[src/rtl/eth_csr_avmm_bridge.sv]
// Bridges the AFU ETH command word onto a single-outstanding Avalon-MM management master,
// with a bounded wait for the slave and a sticky error flag.
module eth_csr_avmm_bridge #(
    parameter int unsigned ADDR_W         = 16,
    parameter int unsigned TIMEOUT_CYCLES = 1024
) (
    input  logic              clk,
    input  logic              reset,
    input  logic [31:0]       eth_ctrl_addr,
    input  logic [31:0]       eth_wr_data,
    output logic [31:0]       eth_rd_data,
    output logic              cmd_busy,
    output logic              cmd_err,
    output logic [ADDR_W-1:0] avmm_address,
    output logic              avmm_read,
    output logic              avmm_write,
    output logic [31:0]       avmm_writedata,
    input  logic [31:0]       avmm_readdata,
    input  logic              avmm_waitrequest,
    input  logic              avmm_readdatavalid
);

    localparam int unsigned DATA_W  = 32;
    localparam int unsigned CNT_W   = (TIMEOUT_CYCLES > 1) ? $clog2(TIMEOUT_CYCLES) : 1;
    localparam int unsigned TO_LAST = (TIMEOUT_CYCLES == 0) ? 0 : TIMEOUT_CYCLES - 1;

    localparam logic [DATA_W-1:0] TIMEOUT_RDATA = 32'hDEAD_BEEF;

    localparam logic [2:0] S_IDLE    = 3'd0;
    localparam logic [2:0] S_WR_REQ  = 3'd1;
    localparam logic [2:0] S_RD_REQ  = 3'd2;
    localparam logic [2:0] S_RD_WAIT = 3'd3;
    localparam logic [2:0] S_RELEASE = 3'd4;

    logic [2:0]        state_q, state_d;
    logic [CNT_W-1:0]  cnt_q, cnt_d;
    logic [ADDR_W-1:0] addr_q, addr_d;
    logic [DATA_W-1:0] wdata_q, wdata_d;
    logic [DATA_W-1:0] rdata_q, rdata_d;
    logic              busy_q, busy_d;
    logic              err_q, err_d;
    logic              read_q, read_d;
    logic              write_q, write_d;

    logic [1:0] cmd;
    logic       timeout_hit;
    logic       unused_ctrl;

    assign cmd         = eth_ctrl_addr[17:16];
    assign timeout_hit = (TIMEOUT_CYCLES != 0) && (cnt_q == CNT_W'(TO_LAST));
    // Upper command-word bits carry nothing for this block.
    assign unused_ctrl = ^eth_ctrl_addr;

    // Next-state and output logic
    always_comb begin
        state_d = state_q;
        cnt_d   = cnt_q;
        addr_d  = addr_q;
        wdata_d = wdata_q;
        rdata_d = rdata_q;
        busy_d  = busy_q;
        err_d   = err_q;
        read_d  = read_q;
        write_d = write_q;

        case (state_q)
            S_IDLE: begin
                if (cmd != 2'b00) begin
                    addr_d  = eth_ctrl_addr[ADDR_W-1:0];
                    wdata_d = eth_wr_data;
                    cnt_d   = '0;
                    case (cmd)
                        2'b10: begin
                            write_d = 1'b1;
                            busy_d  = 1'b1;
                            state_d = S_WR_REQ;
                        end
                        2'b01: begin
                            read_d  = 1'b1;
                            busy_d  = 1'b1;
                            state_d = S_RD_REQ;
                        end
                        default: begin
                            err_d   = 1'b1;
                            state_d = S_RELEASE;
                        end
                    endcase
                end
            end

            S_WR_REQ: begin
                cnt_d = cnt_q + CNT_W'(1);
                if (!avmm_waitrequest) begin
                    write_d = 1'b0;
                    busy_d  = 1'b0;
                    state_d = S_RELEASE;
                end else if (timeout_hit) begin
                    write_d = 1'b0;
                    busy_d  = 1'b0;
                    err_d   = 1'b1;
                    state_d = S_RELEASE;
                end
            end

            S_RD_REQ: begin
                cnt_d = cnt_q + CNT_W'(1);
                if (!avmm_waitrequest) begin
                    read_d = 1'b0;
                    // Pipelined slaves may return data in the accepting cycle.
                    if (avmm_readdatavalid) begin
                        rdata_d = avmm_readdata;
                        busy_d  = 1'b0;
                        state_d = S_RELEASE;
                    end else if (timeout_hit) begin
                        rdata_d = TIMEOUT_RDATA;
                        busy_d  = 1'b0;
                        err_d   = 1'b1;
                        state_d = S_RELEASE;
                    end else begin
                        state_d = S_RD_WAIT;
                    end
                end else if (timeout_hit) begin
                    read_d  = 1'b0;
                    rdata_d = TIMEOUT_RDATA;
                    busy_d  = 1'b0;
                    err_d   = 1'b1;
                    state_d = S_RELEASE;
                end
            end

            S_RD_WAIT: begin
                cnt_d = cnt_q + CNT_W'(1);
                if (avmm_readdatavalid) begin
                    rdata_d = avmm_readdata;
                    busy_d  = 1'b0;
                    state_d = S_RELEASE;
                end else if (timeout_hit) begin
                    rdata_d = TIMEOUT_RDATA;
                    busy_d  = 1'b0;
                    err_d   = 1'b1;
                    state_d = S_RELEASE;
                end
            end

            S_RELEASE: begin
                // A held command level must drop before the next one is accepted.
                if (cmd == 2'b00) begin
                    state_d = S_IDLE;
                end
            end

            default: begin
                read_d  = 1'b0;
                write_d = 1'b0;
                busy_d  = 1'b0;
                state_d = S_IDLE;
            end
        endcase
    end

    always_ff @(posedge clk) begin
        if (reset) begin
            state_q <= S_IDLE;
            cnt_q   <= '0;
            addr_q  <= '0;
            wdata_q <= '0;
            rdata_q <= '0;
            busy_q  <= 1'b0;
            err_q   <= 1'b0;
            read_q  <= 1'b0;
            write_q <= 1'b0;
        end else begin
            state_q <= state_d;
            cnt_q   <= cnt_d;
            addr_q  <= addr_d;
            wdata_q <= wdata_d;
            rdata_q <= rdata_d;
            busy_q  <= busy_d;
            err_q   <= err_d;
            read_q  <= read_d;
            write_q <= write_d;
        end
    end

    assign eth_rd_data    = rdata_q;
    assign cmd_busy       = busy_q;
    assign cmd_err        = err_q;
    assign avmm_address   = addr_q;
    assign avmm_read      = read_q;
    assign avmm_write     = write_q;
    assign avmm_writedata = wdata_q;

endmodule
[config.mk]
export PLATFORM = sky130hd
export DESIGN_NAME = eth_csr_avmm_bridge
export DESIGN_NICKNAME = d
export VERILOG_FILES = /design/src/rtl/eth_csr_avmm_bridge.sv
export SDC_FILE = /design/constraint.sdc
export NUM_CORES = 1
export LEC_CHECK = 0
export ABC_CLOCK_PERIOD_IN_PS = 2000
export BUFFER_PORTS_ARGS = -buffer_cell sky130_fd_sc_hd__buf_4
export CAP_MARGIN = 20
export CELL_PAD_IN_SITES_DETAIL_PLACEMENT = 0
export CELL_PAD_IN_SITES_GLOBAL_PLACEMENT = 1
export CORE_MARGIN = 10
export CORE_UTILIZATION = 34
export CTS_BUF_LIST = sky130_fd_sc_hd__clkbuf_4
export DETAILED_ROUTE_END_ITERATION = 10
export PLACE_DENSITY_LB_ADDON = 0.1
export SYNTH_ARGS = -nofsm -noshare
export SYNTH_HDL_FRONTEND = slang
export SYNTH_SLANG_ARGS = --single-unit
export TNS_END_PERCENT = 10
[constraint.sdc]
create_clock -name clk -period 2 [get_ports clk]
set_clock_uncertainty 0.15 [all_clocks]
set_input_delay 0.4 -clock clk [delete_from_list [all_inputs] [get_ports clk]]
set_output_delay 0.4 -clock clk [all_outputs]
set_load 0.01 [all_outputs]
==> run summary <==
The run finished with clean final reports. Once detailed placement completed, the half-perimeter wirelength came to 8747 µm. The number of endpoints with negative hold slack in the final report was 0; the static leakage was 2.592 nW. The run gives 0.7910 as the weighted congestion reported at the end of routability-driven placement.

Depth of the most critical reg-to-reg path: 4. The post-detailed-route via-to-cell ratio came out at 4.820. Once the floorplan was initialized, standard cells occupied 34.97% of the core.

Setup violations remaining at the end of the flow were counted as 0. Final hold analysis gives a worst-case slack of 51.45 ps. The worst setup path is captured at a flop. Initial DRC count: 230. The count of flip-flops with a built-in enable after synthesis was 0; the via count of the first global-routing pass was 3830.

In the synthesized netlist, the cells that appear most often are sky130_fd_sc_hd__nand2_1 (108), sky130_fd_sc_hd__dfxtp_1 (97), sky130_fd_sc_hd__a21oi_1 (65). Dividing the synthesized area by the synthesized cell count gives 8.980 µm². Across all layers, the routed design uses 3784 vias. The first global-routing pass estimated 20230 µm of wire. The layout cell share with drive strength beyond 1 works out to 35.66%. The tools report the core utilization of the finished layout as 54.09%. Combinational cells account for 25.1% of the total power. Along the worst hold path, the cell count comes to 3.

The logs give 0.01089 mm² for the core box area and 0 for the number of routed nets with antenna violations. The synthesized netlist cell count is 424. Data required time at the worst endpoint: 2210 ps. At the later pin of the worst-skew pair, clock insertion delay measures 450 ps.

The share of synthesized flip-flops with an asynchronous set or reset is 0%, and the number of buffers created by CTS is 9. The synthesized netlist occupies a cell area of 0.003807 mm². The count of TritonRoute iterations in the first routing pass was 4; the die footprint was 0.01583 mm². The classification of the worst-slack hold path is input pin to flop.

The Yosys step of the flow raised 0 warnings. For the pin with the worst max-slew slack, the measured transition is 534.5 ps. The average routed wire per standard cell was 15.98 µm; the largest net degree at the start of global routing was 68.

184 I/O pins were placed. For this run, design rule violations remaining after detail routing come to 0. Clock-pin slew was measured on the worst setup and hold paths at 140 ps.

For this run, the post-layout net count is 747. Signal arrival time at the worst endpoint: 2050 ps. The clock net in this run drives a total of 97 sinks. The tools report the max-slew violation total from the final report as 0. The overall track demand over capacity in global routing is 15.36%. For the depth of the CTS H-tree, the log shows 3. Post-synthesis register bit count: 97. Yosys instantiated no cell more often than sky130_fd_sc_hd__nand2_1. The logs give 0 for the antenna diode instance count and 52.9% for the share of total power in sequential cells. The post-cts gate resize count came out at 0. In this run the worst path has a maximum fanout of 15. Static timing analysis puts the maximum clock frequency at 0.5412 GHz.

The number of port buffers came out at 169. The master cell of the clock root buffer is sky130_fd_sc_hd__clkbuf_4. Power density over the cells: 688.1 mW/mm².

Relative to the synthesized area, the layout overhead comes to 54.68%. Internal power comes to 2.829 mW. In the final timing run, aggregate negative setup slack is 0 ps. In this run the power spent charging and discharging nets is 1.224 mW.

Kind of critical path: flop to flop. Sorting the synthesized cells by area gives the leading types as sky130_fd_sc_hd__dfxtp_1 (51%), sky130_fd_sc_hd__nand2_1 (11%), sky130_fd_sc_hd__a21oi_1 (8.5%). The height of the chip came out at 125.8 µm. The run gives 0.4477 mV as the worst-case vdd ir drop. The number of nets in the synthesized netlist is 529. After synthesis, the netlist uses 49 different library cells. The library cell with the largest summed area after synthesis was sky130_fd_sc_hd__dfxtp_1. Net switching is 30.20% of the power. In this run the biggest area consumer among cell types represents 51.00% of the synthesized area. The worst pin sits at a relative slew slack of 64.23%. The tools report the element type at the critical path start as a flop.

After detailed routing, the total wire length is 12540 µm. TritonCTS built the clock tree. Die span in x: 125.8 µm. Post-layout minimum cycle time: 1848 ps. Setup repair after global routing left no endpoint under its margin. The share of total power dissipated in the clock network is 22.0%. For the total overflow reported by the global router, the log shows 0. The max-capacitance violation count was 0; the final worst-path cycle share was 92.38%. The row count is 38.

The run gives 0 as the number of antenna violations at the first check in global routing. Counting along the longest clock path gives a buffer depth of 2. For this run, the leading register cell type out of synthesis is sky130_fd_sc_hd__dfxtp_1. After synthesis, flip-flops and latches occupy 51.00% of the total area.
-- timing repair --
item,in CTS,in global routing
endpoints found under the hold margin,55,0
setup buffers,0,0
hold buffers,55,0
-- metrics by stage --
step | std cells | power, mW | area [µm²] | setup slack, ps
global route | 785 | 4.320 | 5889 | 40.26
global placement | 716 | 3.116 | 5236 | 20.55
detailed placement | 716 | 3.132 | 5236 | 11.68
finish | 785 | 4.053 | 5889 | 152.3
floorplan | 424 | 2.662 | 3807 | 126.3
CTS | 785 | 4.132 | 5889 | 159.9
-- cells in the final DEF (no fill, tap or decap), drive strengths merged, types with 9 or more instances in the layout --
| cell type | count |
|---|---|
| nand3 | 13 |
| nand2 | 109 |
| clkbuf | 9 |
| dfxtp | 97 |
| dlygate4sd3 | 55 |
| a21oi | 65 |
| o221a | 24 |
| nor2 | 11 |
| buf | 185 |
-- cells by family after synthesis --
family	after synthesis	synth area share, %
xor gates and xnor gates	2	0.4602
and+or+nand+nor	164	20.24
AOI/OAI and AO/OA	116	20.93
muxes	1	0.2629
adders and majority gates	5	1.643
buffers and inverters	39	5.455
DFF	97	51.00
-- worst max-delay path: stages (launching register included) --
cell and delay, ps:
sky130_fd_sc_hd__dfxtp_1 560, sky130_fd_sc_hd__nand2b_1 290, sky130_fd_sc_hd__nand3_2 210, sky130_fd_sc_hd__buf_4 260, sky130_fd_sc_hd__o221a_2 280
-- power by group through the flow --
stage / Combinational [mW] / Clock [mW] / Sequential [mW]
3_5_place_dp: 0.943 / 0 / 2.19
2_1_floorplan: 0.424 / 0 / 2.24
5_1_grt: 1.12 / 1.03 / 2.16
3_3_place_gp: 0.935 / 0 / 2.18
4_1_cts: 1.04 / 0.951 / 2.15
6_report: 1.02 / 0.890 / 2.14
-- sequential cells by signal (all words and copies together), names as in the netlist --
register        cells
avmm_address       16
avmm_read           1
avmm_write          1
avmm_writedata     32
cmd_busy            1
cmd_err             1
cnt_q              10
eth_rd_data        32
state_q             3
-- routing by layer --
| metal | GRT usage, % | part of all wire [%] | up-vias |
|---|---|---|---|
| met3 | 4.656 | 6.7 | 13 |
| met2 | 23.85 | 47 | 110 |
| met1 | 19.78 | 45 | 1740 |
| met5 | 0 | 0 | - |
| met4 | 5.425 | 1.4 | 0 |
| li1 | - | - | 1921 |
-- path summary, 6_finish.rpt --
check | startpoint | endpoint | slack [ps]
max | state_q[0]$_SDFFE_PP0P_ | eth_rd_data[31]$_SDFFE_PP0P_ | 150
min reg2reg | cmd_err$_SDFFE_PP0P_ | cmd_err$_SDFFE_PP0P_ | 310
max reg2reg | state_q[0]$_SDFFE_PP0P_ | eth_rd_data[31]$_SDFFE_PP0P_ | 150
min | eth_wr_data[5] | avmm_writedata[5]$_SDFFE_PP0P_ | 50
-- final cells by class --
type	count	area, µm²
Inverter	6	22.52
Timing Repair Buffer	240	1989
Clock buffer	9	67.56
Sequential cell	97	1942
Multi-Input combinational cell	288	1658
Tap cell	140	175.2
Fill cell	1007	4999
Clock inverter	5	35.03
No activity file was read; power rests on OpenSTA's default activity.
